`config.mk`:
```
export PLATFORM = sky130hd
export DESIGN_NAME = gray_code_pointer_source
export DESIGN_NICKNAME = d
export VERILOG_FILES = /design/src/rtl/gray_code_pointer_source.sv
export SDC_FILE = /design/constraint.sdc
export NUM_CORES = 1
export LEC_CHECK = 0
export BUFFER_PORTS_ARGS = -buffer_cell sky130_fd_sc_hd__buf_2
export CAP_MARGIN = 20
export CORE_MARGIN = 3
export CORE_UTILIZATION = 35
export DETAILED_ROUTE_END_ITERATION = 16
export SLEW_MARGIN = 30
export SYNTH_ARGS = -nofsm -noshare
export SYNTH_HDL_FRONTEND = slang
export SYNTH_SLANG_ARGS = --single-unit
```
`constraint.sdc`:
```
create_clock -name source_clock -period 4.7 [get_ports source_clock]
set_input_delay 0.94 -clock source_clock [delete_from_list [all_inputs] [get_ports source_clock]]
set_output_delay 0.94 -clock source_clock [all_outputs]
set_load 0.1 [all_outputs]
```
`src/rtl/gray_code_pointer_source.sv`:
```
// Source-domain end of a gray-coded pointer crossing: owns the binary pointer,
// registers its gray copy for the destination, and derives occupancy/flags.
module gray_code_pointer_source #(
  parameter int               WIDTH         = 4,
  parameter logic [WIDTH-1:0] INITIAL_VALUE = '0
) (
  input  logic             source_clock,
  input  logic             source_reset_n,
  input  logic             increment,
  input  logic [WIDTH-1:0] remote_value,
  output logic             accepted,
  output logic [WIDTH-1:0] value,
  output logic [WIDTH-1:0] gray_value,
  output logic [WIDTH-1:0] used,
  output logic [WIDTH-1:0] free,
  output logic             full,
  output logic             overflow_error,
  output logic             pointer_error
);

  localparam logic [WIDTH-1:0] CAPACITY      = {1'b1, {(WIDTH-1){1'b0}}};
  localparam logic [WIDTH-1:0] INITIAL_GRAY  = INITIAL_VALUE ^ (INITIAL_VALUE >> 1);

  logic [WIDTH-1:0] value_q;
  logic [WIDTH-1:0] gray_q;
  logic             overflow_error_q;
  logic             pointer_error_q;

  logic [WIDTH-1:0] next_value;
  logic [WIDTH-1:0] next_gray;
  logic             over_capacity;

  always_comb begin
    used          = value_q - remote_value;
    full          = (used == CAPACITY);
    over_capacity = (used > CAPACITY);
    free          = over_capacity ? '0 : (CAPACITY - used);
    accepted      = increment & ~full & ~pointer_error_q;
    next_value    = value_q + WIDTH'(1);
    // Gray is derived from the next binary value so it lands in the same flop
    // stage as value; the crossing only ever sees a registered, glitch-free code.
    next_gray     = next_value ^ (next_value >> 1);
  end

  always_ff @(posedge source_clock) begin
    if (!source_reset_n) begin
      value_q          <= INITIAL_VALUE;
      gray_q           <= INITIAL_GRAY;
      overflow_error_q <= 1'b0;
      pointer_error_q  <= 1'b0;
    end else begin
      if (accepted) begin
        value_q <= next_value;
        gray_q  <= next_gray;
      end
      if (increment && full) begin
        overflow_error_q <= 1'b1;
      end
      if (over_capacity) begin
        pointer_error_q <= 1'b1;
      end
    end
  end

  assign value          = value_q;
  assign gray_value     = gray_q;
  assign overflow_error = overflow_error_q;
  assign pointer_error  = pointer_error_q;

endmodule

```
==> summary.txt, run 1 <==
Status -> completed
First-pass DRT Iterations -> 4
CP arrival -> 2.98 ns
Gpl congestion -> 0.7453
Minimum clock period -> 3.918 ns
Most frequent cells in the layout -> buf_2, nand2_1, inv_1, dfxtp_1, mux2i_1
Initial detailed-routing violation count -> 3
Worst hold path type -> reg2reg
Synth Cell Area -> 684.4 um^2
First-pass GRT wire length -> 2387 um
Startpoint Class -> input port
Fin Setup TNS -> 0 ns
Final Skew -> 0.003312 ns
IO Port Bufs -> 26
Largest net degree at the start of global routing -> 19
Compound-gate portion of the synthesized area -> 0.1042
Routed WL per cell -> 10.34 um
Post_cts resized -> 0
Leakage -> 0.4268 nW
Sequential share of the synthesized area -> 0.2633
Mean Syn Cell Area -> 8.449 um^2
Final Util -> 0.4842
Die ar. -> 2522 um^2
Die Span Y -> 50.22 um
Ys async rst share -> 0
Io pins -> 27
Max_cap viols -> 0
Fin crit share -> 0.8336
Core area -> 1783 um^2
Syn-to-layout area delta -> 26.14%
CTS Hold Bufs -> 0
EDFF count, synth -> 0
Die X-Extent -> 50.22 um
Synthesized net count -> 94
Final Power -> 0.0004269 W
Post-route setup slack -> 0.7819 ns
Commonest non-fill, non-tap cell in the layout -> buf_2
Max Freq -> 0.2552 GHz
Peak supply drop -> 0.0003480 V
Total grt overflow -> 0
Post-Synth Adder-Cell Area -> 0.1207
Remaining antenna violation count -> 0
Vias per cell -> 4.636
Final nets -> 121
Largest family of logic cells by synthesized area -> simple AND/OR/NAND/NOR gates
WP data required -> 3.76 ns
Post-synthesis xor/xnor area fraction -> 0.1005
Final WL -> 1365 um
CTS tree -> built
Worst-path fanout max -> 6
Sink Count -> 9
Max H-tree Level -> 1
Initial antenna violation count -> 0
Clock slew at reported path FFs -> 0.06 ns
PD cells -> 494.5 nW/um^2
Pre-CTS setup slack -> 0.7559 ns
Netlist cell types -> 35
DP HPWL -> 1105 um
Kind of critical path -> in2out
Worst slew pin tran -> 0.5158 ns
Yosys warns -> 0
Worst-Skew Late Latency -> 0.26 ns
Drt drc -> 0
FILL cells -> 186
RSZ-0062 raised after global routing -> false
CP Capture Type -> primary output
Seq cells post-synth -> 9
Normalized max-slew margin -> 0.6541
Vias in the first global route -> 547
Post-Synth Simple-Gate Area -> 0.2249
Initial Util -> 0.3839
Post-synthesis mux area share -> 0.1042
Synthesized instance count -> 81
Via count -> 612
CTS Buf Count -> 3
Antenna cells -> 0
Root Driver -> clkbuf_4
Placement Cell Area -> 837.1 um^2
Max Buffers Root-to-Sink -> 2
Layout cells sized above 1 -> 0.3645
Max-slew violations -> 0
GRT Util Overall -> 0.1225
Finish-stage setup viols -> 0
Row count -> 15
Final Hold Viols -> 0
Main synth FF type -> dfxtp_1
Post-CTS Repair Setup Buffers -> 0
Post-layout instance area -> 863.3 um^2
cell type report:
cell class                 count  area [um^2]  share of cell area
multi-input combinational     60        464.2              0.5377
sequential                     9        181.4              0.2101
timing repair buffer          26        130.1              0.1507
tap                           25        31.28             0.03623
inverter                       8        30.03             0.03478
clock buffer                   4        26.28             0.03043
worst max-delay path: stages:
cell	delay [ns]
buf_2	0.08
ha_1	0.14
inv_1	0.05
fa_1	0.49
inv_1	0.06
ha_1	0.22
nand2_2	0.13
o31a_1	0.36
buf_2	0.50
metrics by stage:
step           hold slack [ns]  cells
2_1_floorplan           0.7140     81
3_3_place_gp            0.4461    128
3_5_place_dp            0.4420    128
4_1_cts                 0.4547    132
5_1_grt                 0.4905    132
6_report                0.4530    132
flip-flops by register name, indices dropped and copies added, names as in the netlist:
name and count:
overflow_error 1, value 4, pointer_error 1, gray_value 3
metal layers:
metal | global-route usage | wire length (um) | up-vias
li1 | - | - | 329
met1 | 0.1630 | 673 | 266
met2 | 0.1870 | 602 | 17
met3 | 0.04451 | 88 | 0
met4 | 0.02765 | 0 | 0
met5 | 0 | 0 | -
final timing paths:
path                               from                         end  slack, ns  depth (start not counted)
min reg2reg  gray_value[1]$_SDFFE_PN0P_  gray_value[1]$_SDFFE_PN0P_       0.45                          2
max reg2reg       value[0]$_SDFFE_PN0P_       value[0]$_SDFFE_PN0P_       2.39                          9
min          gray_value[1]$_SDFFE_PN0P_  gray_value[1]$_SDFFE_PN0P_       0.45                          2
max                     remote_value[0]                    accepted       0.78                          9
logic make-up (layout without fill, tap and decap cells):
group / count (synthesis) / in the layout
AOI/OAI and AO/OA: 10 / 10
xor gates and xnor gates: 7 / 7
DFF: 9 / 9
adders and majority gates: 6 / 6
muxes: 7 / 7
and+or+nand+nor: 30 / 30
buffers and inverters: 12 / 38
synth_stat cells (2+ instances only):
cell | n | share of area
nor2b_1 | 2 | 0.018
xnor2_1 | 5 | 0.064
dfxtp_1 | 9 | 0.26
inv_1 | 8 | 0.044
nand2_1 | 14 | 0.077
nor2_1 | 2 | 0.011
mux2i_1 | 6 | 0.088
clkbuf_1 | 2 | 0.011
ha_1 | 5 | 0.091
a21oi_1 | 2 | 0.015
nand3_1 | 2 | 0.015
power breakdown:
part	internal, W	switching (W)	leakage, nW
clock	0.0000326	0.0000252	0.0150
sequential	0.0000833	0.00000663	0.0738
combinational	0.0000520	0.000227	0.338
total	0.000168	0.000259	0.427
No activity file was read; power rests on OpenSTA's default activity.
==> run 2: changes to the inputs <==
clock period = 3.34 ns   (was 4.7 ns; I/O delays follow)
==> summary.txt, run 2 (synthesis gave the netlist of run 1 again) <==
Worst-path fanout max -> 6
Finish-stage setup viols -> 0
Final nets -> 123
Initial detailed-routing violation count -> 4
Startpoint Class -> input port
Peak supply drop -> 0.0004031 V
CP Capture Type -> primary output
Max Buffers Root-to-Sink -> 2
Post-route setup slack -> 0.3646 ns
DP HPWL -> 1199 um
Sink Count -> 9
Worst hold path type -> reg2reg
Sw Share -> 0.5599
Vias per cell -> 4.769
Final Hold Viols -> 0
Post_cts resized -> 0
Final Skew -> 0.006137 ns
Drt drc -> 0
PD cells -> 673.6 nW/um^2
Gpl congestion -> 0.7402
Die Span Y -> 50.22 um
Antenna cells -> 0
Minimum clock period -> 2.975 ns
CTS Buf Count -> 3
Initial Util -> 0.3839
Clk network pwr share -> 0.118
Routed WL per cell -> 10.53 um
Fin crit share -> 0.8908
Io pins -> 27
Post-CTS Repair Setup Buffers -> 0
Syn-to-layout area delta -> 50.27%
Fin Setup TNS -> 0 ns
Worst slew pin tran -> 0.4901 ns
RSZ-0062 raised after global routing -> false
Max H-tree Level -> 1
Initial antenna violation count -> 0
Die ar. -> 2522 um^2
Max-slew violations -> 0
Final WL -> 1411 um
Clock slew at reported path FFs -> 0.06 ns
IO Port Bufs -> 26
Leakage -> 0.4746 nW
Final Power -> 0.0006928 W
CTS Hold Bufs -> 0
First-pass DRT Iterations -> 4
Largest net degree at the start of global routing -> 19
Die X-Extent -> 50.22 um
Max reg flops -> 4
Worst-Skew Late Latency -> 0.26 ns
Layout cells sized above 1 -> 0.4679
Internal power -> 0.0003049 W
Kind of critical path -> in2out
Status -> completed
Row count -> 15
Via count -> 639
Core area -> 1783 um^2
Max Freq -> 0.3361 GHz
Most frequent cells in the layout -> buf_2, nand2_1, mux2i_1, buf_12
Seq pwr share -> 0.184
Max_cap viols -> 0
Vias in the first global route -> 560
CTS tree -> built
Combinational share of power -> 0.697
GRT Util Overall -> 0.1281
First-pass GRT wire length -> 2470 um
FILL cells -> 171
Root Driver -> clkbuf_4
Total grt overflow -> 0
CP arrival -> 2.31 ns
Normalized max-slew margin -> 0.6755
Sw Pwr -> 0.0003879 W
Commonest non-fill, non-tap cell in the layout -> buf_2
WP data required -> 2.67 ns
Pre-CTS setup slack -> 0.3577 ns
Remaining antenna violation count -> 0
## run 2: cell count changes in the layout (fill, tap and decap cells not counted), sizes merged
cell,before,now
buf,26,28
## run 2: layer usage
| layer | global-route usage | up-vias | share of wire |
|---|---|---|---|
| li1 | - | 333 | - |
| met1 | 0.1594 | 287 | 0.47 |
| met2 | 0.1978 | 19 | 0.47 |
| met3 | 0.02671 | 0 | 0.060 |
| met4 | 0.08295 | 0 | 0 |
| met5 | 0 | - | 0 |
## run 2: worst paths after layout
path                                                  from                          to  slack, ns  depth (start not counted)
worst max register to register       value[0]$_SDFFE_PN0P_  gray_value[0]$_SDFFE_PN0P_       1.16                         10
worst max-delay path                       remote_value[2]                     used[3]       0.36                          8
worst min-delay path            gray_value[2]$_SDFFE_PN0P_  gray_value[2]$_SDFFE_PN0P_       0.45                          2
worst min register to register  gray_value[2]$_SDFFE_PN0P_  gray_value[2]$_SDFFE_PN0P_       0.45                          2
## run 2: power by group through the flow
stage | Sequential, W | Clock, W | Combinational (W)
3_5_place_dp | 0.000130 | 0 | 0.000487
3_3_place_gp | 0.000130 | 0 | 0.000486
4_1_cts | 0.000128 | 0.0000862 | 0.000488
2_1_floorplan | 0.000196 | 0 | 0.000314
5_1_grt | 0.000130 | 0.0000951 | 0.000504
6_report | 0.000128 | 0.0000819 | 0.000483
## run 2: critical path, cell delays in order
cell and delay [ns]:
buf_2 0.07, inv_1 0.03, ha_1 0.32, a21oi_1 0.23, a21oi_2 0.15, or2_1 0.28, inv_1 0.11, buf_2 0.44
## run 2: layout make-up
type	instances	area [um^2]	area share
well taps	25	31.28	0.03041
repair buffers	28	235.2	0.2287
clock buffers	4	26.28	0.02555
flip-flops and latches	9	190.2	0.1849
inverters	8	32.53	0.03163
multi-input cells	60	513.0	0.4988
## run 2: through the flow
step / util / cells / hold slack (ns) / instance area, um^2
after floorplan: - / 81 / 0.6326 / 762.0
after global placement: 0.5621 / 130 / 0.4403 / 1002
after detailed placement: 0.5621 / 130 / 0.4440 / 1002
after CTS: 0.5768 / 134 / 0.4585 / 1028
after global routing: 0.5768 / 134 / 0.4925 / 1028
final: 0.5768 / 134 / 0.4525 / 1028
==> run 3: changes to the inputs <==
MAX_ROUTING_LAYER = met4   (was unset)
==> summary.txt, run 3 (synthesis gave the netlist of run 1 again) <==
Status -> completed
Final Hold Viols -> 0
CP Capture Type -> primary output
Root Driver -> clkbuf_4
Die ar. -> 2522 um^2
Sw Pwr -> 0.0003878 W
Internal power -> 0.0003049 W
Io pins -> 27
Most frequent cells in the layout -> buf_2, nand2_1, mux2i_1, buf_12
Final WL -> 1410 um
Sink Count -> 9
IO Port Bufs -> 26
DP Cell Count -> 130
Drt drc -> 0
Max_cap viols -> 0
Initial Util -> 0.3839
Post-route setup slack -> 0.3646 ns
Clock slew at reported path FFs -> 0.06 ns
Syn-to-layout area delta -> 50.27%
Final Skew -> 0.006380 ns
Max Buffers Root-to-Sink -> 2
Core area -> 1783 um^2
Placement Cell Area -> 1002 um^2
CP arrival -> 2.31 ns
Clk network pwr share -> 0.118
Sw Share -> 0.5599
Vias in the first global route -> 562
First-pass DRT Iterations -> 4
Routed WL per cell -> 10.52 um
Die Span Y -> 50.22 um
Worst slew pin tran -> 0.4901 ns
Vias per cell -> 4.791
CTS Hold Bufs -> 0
Peak supply drop -> 0.0004029 V
Kind of critical path -> in2out
Fin crit share -> 0.8908
Layout cells sized above 1 -> 0.4679
Combinational share of power -> 0.697
Max reg flops -> 4
Final nets -> 123
Post-CTS Repair Setup Buffers -> 0
Largest net degree at the start of global routing -> 19
Worst-Skew Late Latency -> 0.26 ns
Worst hold path type -> reg2reg
Die X-Extent -> 50.22 um
Antenna cells -> 0
Max Freq -> 0.3361 GHz
Minimum clock period -> 2.975 ns
GRT Util Overall -> 0.1303
PD cells -> 673.5 nW/um^2
Max H-tree Level -> 1
Remaining antenna violation count -> 0
Max-slew violations -> 0
First-pass GRT wire length -> 2442 um
Gpl congestion -> 0.7494
Leakage -> 0.4746 nW
Finished Layout Cells -> 134
CTS tree -> built
Post_cts resized -> 0
Finish-stage setup viols -> 0
Post-layout instance area -> 1028 um^2
Initial antenna violation count -> 0
Initial detailed-routing violation count -> 4
Seq pwr share -> 0.184
WP data required -> 2.67 ns
Via count -> 642
RSZ-0062 raised after global routing -> false
Startpoint Class -> input port
Normalized max-slew margin -> 0.6755
Commonest non-fill, non-tap cell in the layout -> buf_2
Worst-path fanout max -> 6
CTS Buf Count -> 3
Row count -> 15
Total grt overflow -> 0
DP HPWL -> 1199 um
Pre-CTS setup slack -> 0.3577 ns
-- run 3: cell counts in the layout (fill, tap and decap cells not counted) --
No cell type changed its count.
-- run 3: area by class of cell --
type	count	area, um^2
Clock buffer	4	26.28
Fill cell	171	754.5
Inverter	8	32.53
Multi-Input combinational cell	60	513.0
Sequential cell	9	190.2
Tap cell	25	31.28
Timing Repair Buffer	28	235.2
-- run 3: worst paths after layout --
kind	startpoint	end	slack, ns	cells past startpoint
worst max-delay path	remote_value[2]	used[3]	0.36	8
worst min-delay path	gray_value[2]$_SDFFE_PN0P_	gray_value[2]$_SDFFE_PN0P_	0.45	2
worst max register to register	value[0]$_SDFFE_PN0P_	gray_value[0]$_SDFFE_PN0P_	1.16	10
worst min register to register	gray_value[2]$_SDFFE_PN0P_	gray_value[2]$_SDFFE_PN0P_	0.45	2
-- run 3: stage by stage --
step | utilization | power, W | hold WS (ns) | TNS [ns]
6_report | 0.5768 | 0.0006927 | 0.4525 | 0
5_1_grt | 0.5768 | 0.0007291 | 0.4925 | 0
4_1_cts | 0.5768 | 0.0007019 | 0.4585 | 0
3_5_place_dp | 0.5621 | 0.0006173 | 0.4440 | 0
3_3_place_gp | 0.5621 | 0.0006153 | 0.4403 | 0
2_1_floorplan | - | 0.0005101 | 0.6326 | -0.7939
-- run 3: power by group through the flow --
stage	sequential (W)	combinational, W	clock [W]
2_1_floorplan	0.000196	0.000314	0
3_3_place_gp	0.000130	0.000486	0
3_5_place_dp	0.000130	0.000487	0
4_1_cts	0.000128	0.000488	0.0000862
5_1_grt	0.000130	0.000504	0.0000951
6_report	0.000128	0.000483	0.0000820
-- run 3: worst max-delay path, cell delays in order --
cell	delay, ns
buf_2	0.07
inv_1	0.03
ha_1	0.32
a21oi_1	0.23
a21oi_2	0.15
or2_1	0.28
inv_1	0.11
buf_2	0.44
-- run 3: routing by layer --
layer,wire length [um],GRT usage,up-vias,share of wire
met5,0,-,-,0
met4,0,0.08295,0,0
met3,76,0.02077,0,0.054
met2,663,0.1978,19,0.47
met1,670,0.1594,288,0.48
li1,-,-,335,-
